<file path="src/rtl/mesi_mbus_arbiter_if.sv">
// Bundle of the four coherence main-bus master request/ack lanes and the
// single downstream request channel toward the ISC broadcast logic.
interface mesi_mbus_arbiter_if #(
    parameter int ADDR_WIDTH = 32,
    parameter int CMD_WIDTH  = 3
);
    logic [3:0][CMD_WIDTH-1:0]  mbus_cmd;
    logic [3:0][ADDR_WIDTH-1:0] mbus_addr;
    logic [3:0]                 mbus_ack;

    logic                       out_valid;
    logic                       out_ready;
    logic [CMD_WIDTH-1:0]       out_cmd;
    logic [ADDR_WIDTH-1:0]      out_addr;
    logic [1:0]                 out_id;

    // Requesters and the downstream consumer as seen from outside the arbiter.
    modport master (
        output mbus_cmd, mbus_addr, out_ready,
        input  mbus_ack, out_valid, out_cmd, out_addr, out_id
    );

    modport slave (
        input  mbus_cmd, mbus_addr, out_ready,
        output mbus_ack, out_valid, out_cmd, out_addr, out_id
    );
endinterface

</file>
<file path="src/rtl/mesi_mbus_arbiter.sv">
// Four-master main-bus arbiter with a one-entry output register.
// Round-robin by default; define MBUS_ARB_FIXED_PRIO_EN for fixed priority (master 0 highest).
module mesi_mbus_arbiter #(
    parameter int ADDR_WIDTH = 32,
    parameter int CMD_WIDTH  = 3
) (
    input  logic                 clk,
    input  logic                 rst,
    mesi_mbus_arbiter_if.slave   bus
);

    typedef enum logic {
        IDLE = 1'b0,
        ACK  = 1'b1
    } state_t;

    state_t                 state_reg, state_next;
    logic [3:0]             ack_reg, ack_next;
    logic                   out_valid_reg, out_valid_next;
    logic [CMD_WIDTH-1:0]   out_cmd_reg, out_cmd_next;
    logic [ADDR_WIDTH-1:0]  out_addr_reg, out_addr_next;
    logic [1:0]             out_id_reg, out_id_next;

    logic [3:0]             req;
    logic                   slot_free;
    logic [1:0]             winner;
    logic                   winner_found;
    logic                   grant;

    genvar gi;
    generate
        for (gi = 0; gi < 4; gi++) begin : g_req
            assign req[gi]      = |bus.mbus_cmd[gi];
            assign ack_next[gi] = grant && (winner == 2'(gi));
        end
    endgenerate

    assign slot_free = !out_valid_reg || bus.out_ready;

`ifdef MBUS_ARB_FIXED_PRIO_EN
    always_comb begin
        winner       = 2'd0;
        winner_found = |req;
        for (int i = 3; i >= 0; i--) begin
            if (req[i]) begin
                winner = 2'(i);
            end
        end
    end
`else
    logic [1:0] ptr_reg, ptr_next;
    logic [1:0] scan_idx;

    // Scan upward from the pointer, wrapping modulo 4; first requester wins.
    always_comb begin
        winner       = 2'd0;
        winner_found = 1'b0;
        scan_idx     = 2'd0;
        for (int i = 0; i < 4; i++) begin
            scan_idx = ptr_reg + 2'(i);
            if (!winner_found && req[scan_idx]) begin
                winner       = scan_idx;
                winner_found = 1'b1;
            end
        end
    end

    assign ptr_next = grant ? (winner + 2'd1) : ptr_reg;

    always_ff @(posedge clk or posedge rst) begin
        if (rst) begin
            ptr_reg <= 2'd0;
        end else begin
            ptr_reg <= ptr_next;
        end
    end
`endif

    // The winner's command is still visible during ACK, so only IDLE arbitrates.
    assign grant = (state_reg == IDLE) && winner_found && slot_free;

    always_comb begin
        state_next = state_reg;
        case (state_reg)
            IDLE:    if (grant) state_next = ACK;
            ACK:     state_next = IDLE;
            default: state_next = IDLE;
        endcase
    end

    always_comb begin
        out_valid_next = out_valid_reg;
        out_cmd_next   = out_cmd_reg;
        out_addr_next  = out_addr_reg;
        out_id_next    = out_id_reg;
        if (grant) begin
            out_valid_next = 1'b1;
            out_cmd_next   = bus.mbus_cmd[winner];
            out_addr_next  = bus.mbus_addr[winner];
            out_id_next    = winner;
        end else if (out_valid_reg && bus.out_ready) begin
            out_valid_next = 1'b0;
        end
    end

    always_ff @(posedge clk or posedge rst) begin
        if (rst) begin
            state_reg     <= IDLE;
            ack_reg       <= 4'd0;
            out_valid_reg <= 1'b0;
            out_cmd_reg   <= '0;
            out_addr_reg  <= '0;
            out_id_reg    <= 2'd0;
        end else begin
            state_reg     <= state_next;
            ack_reg       <= ack_next;
            out_valid_reg <= out_valid_next;
            out_cmd_reg   <= out_cmd_next;
            out_addr_reg  <= out_addr_next;
            out_id_reg    <= out_id_next;
        end
    end

    assign bus.mbus_ack  = ack_reg;
    assign bus.out_valid = out_valid_reg;
    assign bus.out_cmd   = out_cmd_reg;
    assign bus.out_addr  = out_addr_reg;
    assign bus.out_id    = out_id_reg;

endmodule

</file>
<file path="src/flat_wrapper.sv">
// flat-port wrapper written by rule: the top's interface ports become plain ports
module mesi_mbus_arbiter_flat 
#(
    parameter int ADDR_WIDTH = 32,
    parameter int CMD_WIDTH  = 3
)
  (clk, rst, bus_mbus_cmd, bus_mbus_addr, bus_out_ready, bus_mbus_ack, bus_out_valid, bus_out_cmd, bus_out_addr, bus_out_id);
  mesi_mbus_arbiter_if #(.ADDR_WIDTH(ADDR_WIDTH), .CMD_WIDTH(CMD_WIDTH)) bus_i ();
  input  logic clk;
  input  logic rst;
  input wire logic [$bits(bus_i.mbus_cmd)-1:0] bus_mbus_cmd;
  input wire logic [$bits(bus_i.mbus_addr)-1:0] bus_mbus_addr;
  input wire logic [$bits(bus_i.out_ready)-1:0] bus_out_ready;
  output wire logic [$bits(bus_i.mbus_ack)-1:0] bus_mbus_ack;
  output wire logic [$bits(bus_i.out_valid)-1:0] bus_out_valid;
  output wire logic [$bits(bus_i.out_cmd)-1:0] bus_out_cmd;
  output wire logic [$bits(bus_i.out_addr)-1:0] bus_out_addr;
  output wire logic [$bits(bus_i.out_id)-1:0] bus_out_id;
  assign bus_i.mbus_cmd = bus_mbus_cmd;
  assign bus_i.mbus_addr = bus_mbus_addr;
  assign bus_i.out_ready = bus_out_ready;
  assign bus_mbus_ack = bus_i.mbus_ack;
  assign bus_out_valid = bus_i.out_valid;
  assign bus_out_cmd = bus_i.out_cmd;
  assign bus_out_addr = bus_i.out_addr;
  assign bus_out_id = bus_i.out_id;
  mesi_mbus_arbiter #(.ADDR_WIDTH(ADDR_WIDTH), .CMD_WIDTH(CMD_WIDTH)) u_core (.clk(clk), .rst(rst), .bus(bus_i));
endmodule
</file>
<file path="config.mk">
export PLATFORM = sky130hd
export DESIGN_NAME = mesi_mbus_arbiter_flat
export DESIGN_NICKNAME = d
export VERILOG_FILES = /design/src/rtl/mesi_mbus_arbiter_if.sv /design/src/rtl/mesi_mbus_arbiter.sv /design/src/flat_wrapper.sv
export SDC_FILE = /design/constraint.sdc
export NUM_CORES = 1
export LEC_CHECK = 0
export BUFFER_PORTS_ARGS = -buffer_cell sky130_fd_sc_hd__buf_2
export CAP_MARGIN = 10
export CORE_MARGIN = 2
export CORE_UTILIZATION = 27
export CTS_CLUSTER_SIZE = 10
export DETAILED_ROUTE_END_ITERATION = 8
export MAX_ROUTING_LAYER = met4
export PLACE_DENSITY = 0.66
export SLEW_MARGIN = 10
export SYNTH_ARGS = -nofsm -noshare
export SYNTH_HDL_FRONTEND = slang
export SYNTH_SLANG_ARGS = --single-unit
</file>
<file path="constraint.sdc">
create_clock -name clk -period 2.9 [get_ports clk]
set_input_delay 0.58 -clock clk [delete_from_list [all_inputs] [get_ports clk]]
set_output_delay 0.58 -clock clk [all_outputs]
set_load 0.01 [all_outputs]
</file>
==> impl_results.md, run 1 <==
* Power Density at ~910 nW/um2
* Worst setup SP type: flop
* DR DRC count at 0
* CTS Buffer Depth at 2
* Hpwl dp at 8340 um
* First-pass GRT wire length at 18700 um
* Largest net degree at the start of global routing at 51
* Drt wl/cell at 17.9 um
* CTS tree: built
* Minimum clock period at 2580 ps
* Final hold vios at 0
* Initial drt markers at 272
* Final setup margin at 321 ps
* Worst-path clk slew at 70 ps
* Largest cells by area after synthesis: dfrtp_1 (36%), a221oi_1 (6.8%), a21oi_1 (5.0%)
* IO Count at 185
* PortBufs at 184
* Leak at 1.94 nW
* Status: finished, final reports clean
* Core ar. at between 10000 and 15000 um2
* Unrepaired setup endpoints after global routing: false
* Worst slack, placed at 435 ps
* Initial core utilization at 0.274
* Final Skew at 8.82 ps
* Slew HR at 0.421
* VDD IR max at 0.000319 V
* Via count at between 3k and 4k
* H-tree depth at 2
* CTS buffer count at 5
* DRT Pass-1 Iters at 5
* Commonest cells post-synth: dfrtp_1 (45), a21oi_1 (31), nor2_1 (26)
* Max FFs per register at 32
* Count of unique library cells instantiated by Yosys at 44
* Die footprint at 12300 um2
* CP endpoint kind: flop
* Gpl congestion at 0.826
* Syn avg cell area at 9.37 um2
* Initial antenna violation count at 0
* Antenna viol nets, final at 0
* Resize count post-CTS at 0
* Min-Delay Path Class: input port to asynchronous set/reset pin
* Fin. max-slew vios at 0
* Async SR Flop Fraction at 1.00
* Most frequent cell after synthesis: dfrtp_1
* Cells after synthesis at 330
* Die width at around 110 um
* Share of cells above drive strength 1 at 0.452
* Final setup vio count at 0
* Root Buffer Master: clkbuf_16
* Final Instance Area at approximately 4300 um2
* Ys Warns at 0
* P&R area growth vs syn at 37.9%
* Cell taking the most area after synthesis: dfrtp_1
* Syn_nets at approximately 470
* Post-synth top flop: dfrtp_1
* Synth top area share at 0.364
* CTS Hold Bufs at 0
* Diodes inserted at 0
* Gr ovfl total at 0
* Fmax at approximately 390 MHz
* Crit path DAT at 2800 ps
* WL final at about 12000 um
* Worst-Skew Late Latency at between 200 and 300 ps
* # nets final at 644
* CTS sink cnt at 45
* GR Util All Layers at 0.189
* Die Y at about 110 um
* Least-Margin Pin Slew at 867 ps
* Max-cap violation count at 0
* Mapped Area at 3090 um2
* Crit Path Max Fanout at 25
* Area after DPL at 4120 um2
* CP required at 3120 ps
* Fillers at 1162
* Post-synth EDFFs at 0
* Final period utilization at 0.889
* Register area share after synthesis at 0.364
* Critical path class: flop to flop
* #FFs+latches synth at 45
* Placement Rows at 39
* Vias in the first global route at 3647
* Setup Buffers After CTS at 0
* Setup tns final at 0 ps
* Via density at 5.52
-- worst max-delay path: stages, from the launching register on --
cell,delay (ps)
dfrtp_1,690
nor4b_1,720
or3_1,240
buf_4,290
nand4_1,130
a21oi_1,250
o22a_1,180
-- worst paths after layout --
kind,start,endpoint,cells after the start,slack (ps)
worst max-delay path,u_core.ptr_reg[1]$_DFFE_PP0P_,u_core.bus.out_addr[13]$_DFFE_PP0P_,6,320
worst min-delay path,rst,u_core.bus.out_addr[17]$_DFFE_PP0P_,2,320
worst min register to register,u_core.bus.out_id[1]$_DFFE_PP0P_,u_core.bus.out_id[1]$_DFFE_PP0P_,2,500
min in group clk,u_core.bus.out_id[1]$_DFFE_PP0P_,u_core.bus.out_id[1]$_DFFE_PP0P_,2,500
max in group asynchronous,rst,u_core.bus.out_addr[12]$_DFFE_PP0P_,3,1870
worst max register to register,u_core.ptr_reg[1]$_DFFE_PP0P_,u_core.bus.out_addr[13]$_DFFE_PP0P_,6,320
-- kinds of logic after synthesis --
family          count (synthesis)  synth area share
flops                          45             0.364
mux                            10            0.0324
compound gates                153             0.359
simple gates                   85             0.177
buf+inv                        37            0.0680
-- power breakdown --
part | internal [mW] | leakage [nW] | switching [mW] | total [mW]
Sequential | 0.920 | 0.519 | 0.217 | 1.14
Combinational | 0.926 | 1.36 | 1.23 | 2.15
Clock | 0.317 | 0.0696 | 0.255 | 0.572
Total | 2.16 | 1.94 | 1.70 | 3.86
-- metal layers --
| layer | track usage | wire length, um | share of wire |
|---|---|---|---|
| met5 | - | 0 | 0 |
| met3 | 0.0328 | 741 | 0.064 |
| met4 | 0.0483 | 185 | 0.016 |
| met1 | 0.237 | 5000 | 0.43 |
| met2 | 0.319 | 5620 | 0.49 |
-- through the flow --
| stage | util | power (mW) | std cells | hold WS, ps |
|---|---|---|---|---|
| after global placement | 0.366 | 3.22 | 637 | 475 |
| after detailed placement | 0.366 | 3.28 | 637 | 482 |
| after global routing | 0.378 | 4.14 | 645 | 377 |
| final | 0.378 | 3.86 | 645 | 317 |
| after floorplan | - | 2.53 | 330 | 482 |
| after CTS | 0.378 | 3.86 | 645 | 349 |
-- cells in the final DEF, fill, tap and decap left out, drive strengths merged, types with 12 or more instances in the layout --
cell,Yosys,routed
o21ai,29,29
o22ai,12,12
a21oi,32,32
dfrtp,45,45
o31ai,13,13
a221oi,24,24
o22a,12,12
o31a,14,14
nor2,26,26
and4,14,14
buf,25,199
-- cell type report --
type / count / area [um2] / share of cell area
clock buffer: 5 / 125 / 0.0294
clock inverter: 3 / 17.5 / 0.00411
inverter: 2 / 7.51 / 0.00176
sequential: 45 / 1130 / 0.264
tap: 143 / 179 / 0.0420
multi-input combinational: 248 / 1770 / 0.416
timing repair buffer: 199 / 1030 / 0.242
No activity file was read; power rests on OpenSTA's default activity.
==> run 2: changes to the inputs <==
GPL_TIMING_DRIVEN = 0   (was default)
==> run 2 against run 1 <==
  * Clock-buffer cell count is 2 higher
  * Wire length is 3.0% higher
  * Sequential power is 4% lower
  * Final area is 2.5% higher
  * Combinational power is 5% higher
  * Final cell count is 3.3% higher
  * First-iteration DRC count is 9.9% lower
  * Critical path depth is 1 higher
  * Clock power is 7.9% higher
  * Clock skew is 1.4 ps lower
  * Register-to-register slack better by 360 ps
  * Flip-flop and latch count stayed put
==> impl_results.md, run 2 (same netlist as run 1, synthesis figures left out) <==
* Status: finished, final reports clean (unchanged)
* Top delay family on crit path: compound AO/OA/AOI/OAI gates (was simple AND/OR/NAND/NOR gates)
* Worst Path Buf+Inv at 2 (was 1)
* Initial core utilization at 0.274 (unchanged)
* H-tree depth at 2 (unchanged)
* CTS tree: built (unchanged)
* Sw Share at 0.433 (was 0.440)
* Met2 GRT Util at 0.328 (was 0.319)
* CP Depth at 7 (was 6)
* Setup Buffers After CTS at 0 (unchanged)
* Hpwl dp at 9220 um (was 8340 um)
* Placed Instances at 658 (was 637)
* Worst path cell trace: buf_2 -> nor3_4 -> o21ai_0 -> o21ai_2 -> clkbuf_1 -> o21ai_1 -> a21oi_1 (was nor4b_1 -> or3_1 -> buf_4 -> nand4_1 -> a21oi_1 -> o22a_1)
* Fin. max-slew vios at 0 (unchanged)
* CP endpoint: u_core.bus.out_addr[3]$_DFFE_PP0P_ (was u_core.bus.out_addr[13]$_DFFE_PP0P_)
* IO Count at 185 (unchanged)
* Clock share of power at 0.156 (was 0.148)
* Initial drt markers at 245 (was 272)
* CTS Hold Bufs at 0 (unchanged)
* CTS buffer count at 5 (unchanged)
* CP max stage cell: nor3_4 (was nor4b_1)
* Switching pwr at 1.71 mW (was 1.70 mW)
* Antenna viol nets, final at 0 (unchanged)
* DR DRC count at 0 (unchanged)
* WL final at 11900 um (was 11600 um)
* Crit Path Max Fanout at 10 (was 25)
* Gr ovfl total at 0 (unchanged)
* Crit path from: bus_mbus_cmd[7] (was u_core.ptr_reg[1]$_DFFE_PP0P_)
* Resize count post-CTS at 0 (unchanged)
* Final Skew at 7.45 ps (was 8.82 ps)
* Drt wl/cell at 17.9 um (about the same)
* Initial antenna violation count at 0 (unchanged)
* Via density at 5.50 (was 5.52)
* First-pass GRT wire length at 18800 um (was 18700 um)
* Slew HR at 0.529 (was 0.421)
* Worst R2R Start: u_core.ptr_reg[1]$_DFFE_PP0P_ (unchanged)
* Minimum clock period at 2310 ps (was 2580 ps)
* CTS sink cnt at 45 (unchanged)
* CTS Buffer Depth at 2 (unchanged)
* Non-Filler Instances at 666 (was 645)
* Internal Power at 2.24 mW (was 2.16 mW)
* CP endpoint kind: flop (unchanged)
* Crit path DAT at 2530 ps (was 2800 ps)
* Final period utilization at 0.797 (was 0.889)
* Commonest non-fill, non-tap cell in the layout: buf_2 (unchanged)
* Max-cap violation count at 0 (unchanged)
* Final setup vio count at 0 (unchanged)
* GR Util All Layers at 0.194 (was 0.189)
* VDD IR max at 0.000309 V (was 0.000319 V)
* Worst setup SP type: input port (was flop)
* DRT Pass-1 Iters at 4 (was 5)
* Vias in the first global route at 3690 (was 3647)
* Setup slack, reg-to-reg at 680 ps (was 320 ps)
* Worst-path clk slew at 70 ps (about the same)
* Most frequent cells in the layout: buf_2 (202), dfrtp_1 (45), a21oi_1 (31) (was buf_2 (184), dfrtp_1 (45), a21oi_1 (31))
* Diodes inserted at 0 (unchanged)
* PortBufs at 184 (unchanged)
* Critical path class: input port to flop (was flop to flop)
* Largest net degree at the start of global routing at 30 (was 51)
* Sequential share of power at 0.275 (was 0.294)
* CP required at 3120 ps (about the same)
* Core ar. at 11300 um2 (unchanged)
* Combinational share of power at 0.569 (was 0.557)
* Gr busiest metal: met2 (unchanged)
* Die Y at 111 um (unchanged)
* R2R depth at 6 (unchanged)
* Crit-path max cell delay at 430 ps (was 720 ps)
* Max FFs per register at 32 (unchanged)
* Root Buffer Master: clkbuf_16 (unchanged)
* Die width at 111 um (unchanged)
* # nets final at 665 (was 644)
* Fillers at 1158 (was 1162)
* Routing usage on met1 at 0.239 (was 0.237)
* P&R area growth vs syn at 41.3% (was 37.9%)
* Worst-Skew Late Latency at 290 ps (about the same)
* Share of cells above drive strength 1 at 0.451 (was 0.452)
* Final hold vios at 0 (unchanged)
* Least-Margin Pin Slew at 703 ps (was 867 ps)
* FF-to-FF End: u_core.bus.out_addr[13]$_DFFE_PP0P_ (unchanged)
* Gpl congestion at 0.901 (was 0.826)
* Placement Rows at 39 (unchanged)
* Die footprint at 12300 um2 (unchanged)
* Met3 usage at 0.0317 (was 0.0328)
* Fmax at 432 MHz (was 388 MHz)
* Power Density at 904 nW/um2 (was 906 nW/um2)
* Unrepaired setup endpoints after global routing: false (unchanged)
* Setup tns final at 0 ps (unchanged)
* Min-Delay Path Class: input port to asynchronous set/reset pin (unchanged)
* Via count at 3664 (was 3559)
* Leak at 2.01 nW (was 1.94 nW)
## run 2: metrics by stage
step,hold slack [ps],area (um2),power [mW],worst slack [ps],util
final,279,4370,3.95,588,0.388
after global routing,303,4370,4.24,433,0.388
after CTS,284,4370,3.98,628,0.388
after detailed placement,470,4210,3.34,321,0.374
after global placement,467,4190,3.28,361,0.372
after floorplan,482,3090,2.53,865,-
## run 2: metal layers
metal  share of wire  up-vias
met5               0        -
met4           0.020        0
met3           0.054       20
met2            0.51      153
met1            0.42     1774
li1                -     1717
## run 2: how the worst min path moves through the flow
stage / startpoint / end / slack [ps] / cells past startpoint
floorplan: u_core.state_reg$_DFF_PP0_ / u_core.bus.out_valid$_DFFE_PP0P_ / 480 / 2
global placement: u_core.bus.out_id[1]$_DFFE_PP0P_ / u_core.bus.out_id[1]$_DFFE_PP0P_ / 470 / 2
detailed placement: u_core.bus.out_id[0]$_DFFE_PP0P_ / u_core.bus.out_id[0]$_DFFE_PP0P_ / 470 / 2
CTS: rst / u_core.bus.mbus_ack[1]$_DFF_PP0_ / 280 / 2
global route: rst / u_core.bus.out_addr[17]$_DFFE_PP0P_ / 300 / 2
finish: rst / u_core.bus.out_addr[17]$_DFFE_PP0P_ / 280 / 2
## run 2: final cells by class
class / instances / area, um2 / share of cell area
Buffer: 35 / 203 / 0.0464
Clock buffer: 7 / 153 / 0.0349
Clock inverter: 1 / 5.00 / 0.00115
Inverter: 2 / 7.51 / 0.00172
Multi-Input combinational cell: 248 / 1750 / 0.402
Sequential cell: 45 / 1130 / 0.258
Tap cell: 143 / 179 / 0.0410
Timing Repair Buffer: 185 / 941 / 0.215
## run 2: power groups by stage
stage                     logic (mW)  clock network, mW  registers, mW
after detailed placement        2.25                  0           1.09
after global placement          2.20                  0           1.08
after CTS                       2.26              0.642           1.08
after global routing            2.45              0.663           1.12
after floorplan                 1.32                  0           1.22
final                           2.25              0.617           1.09
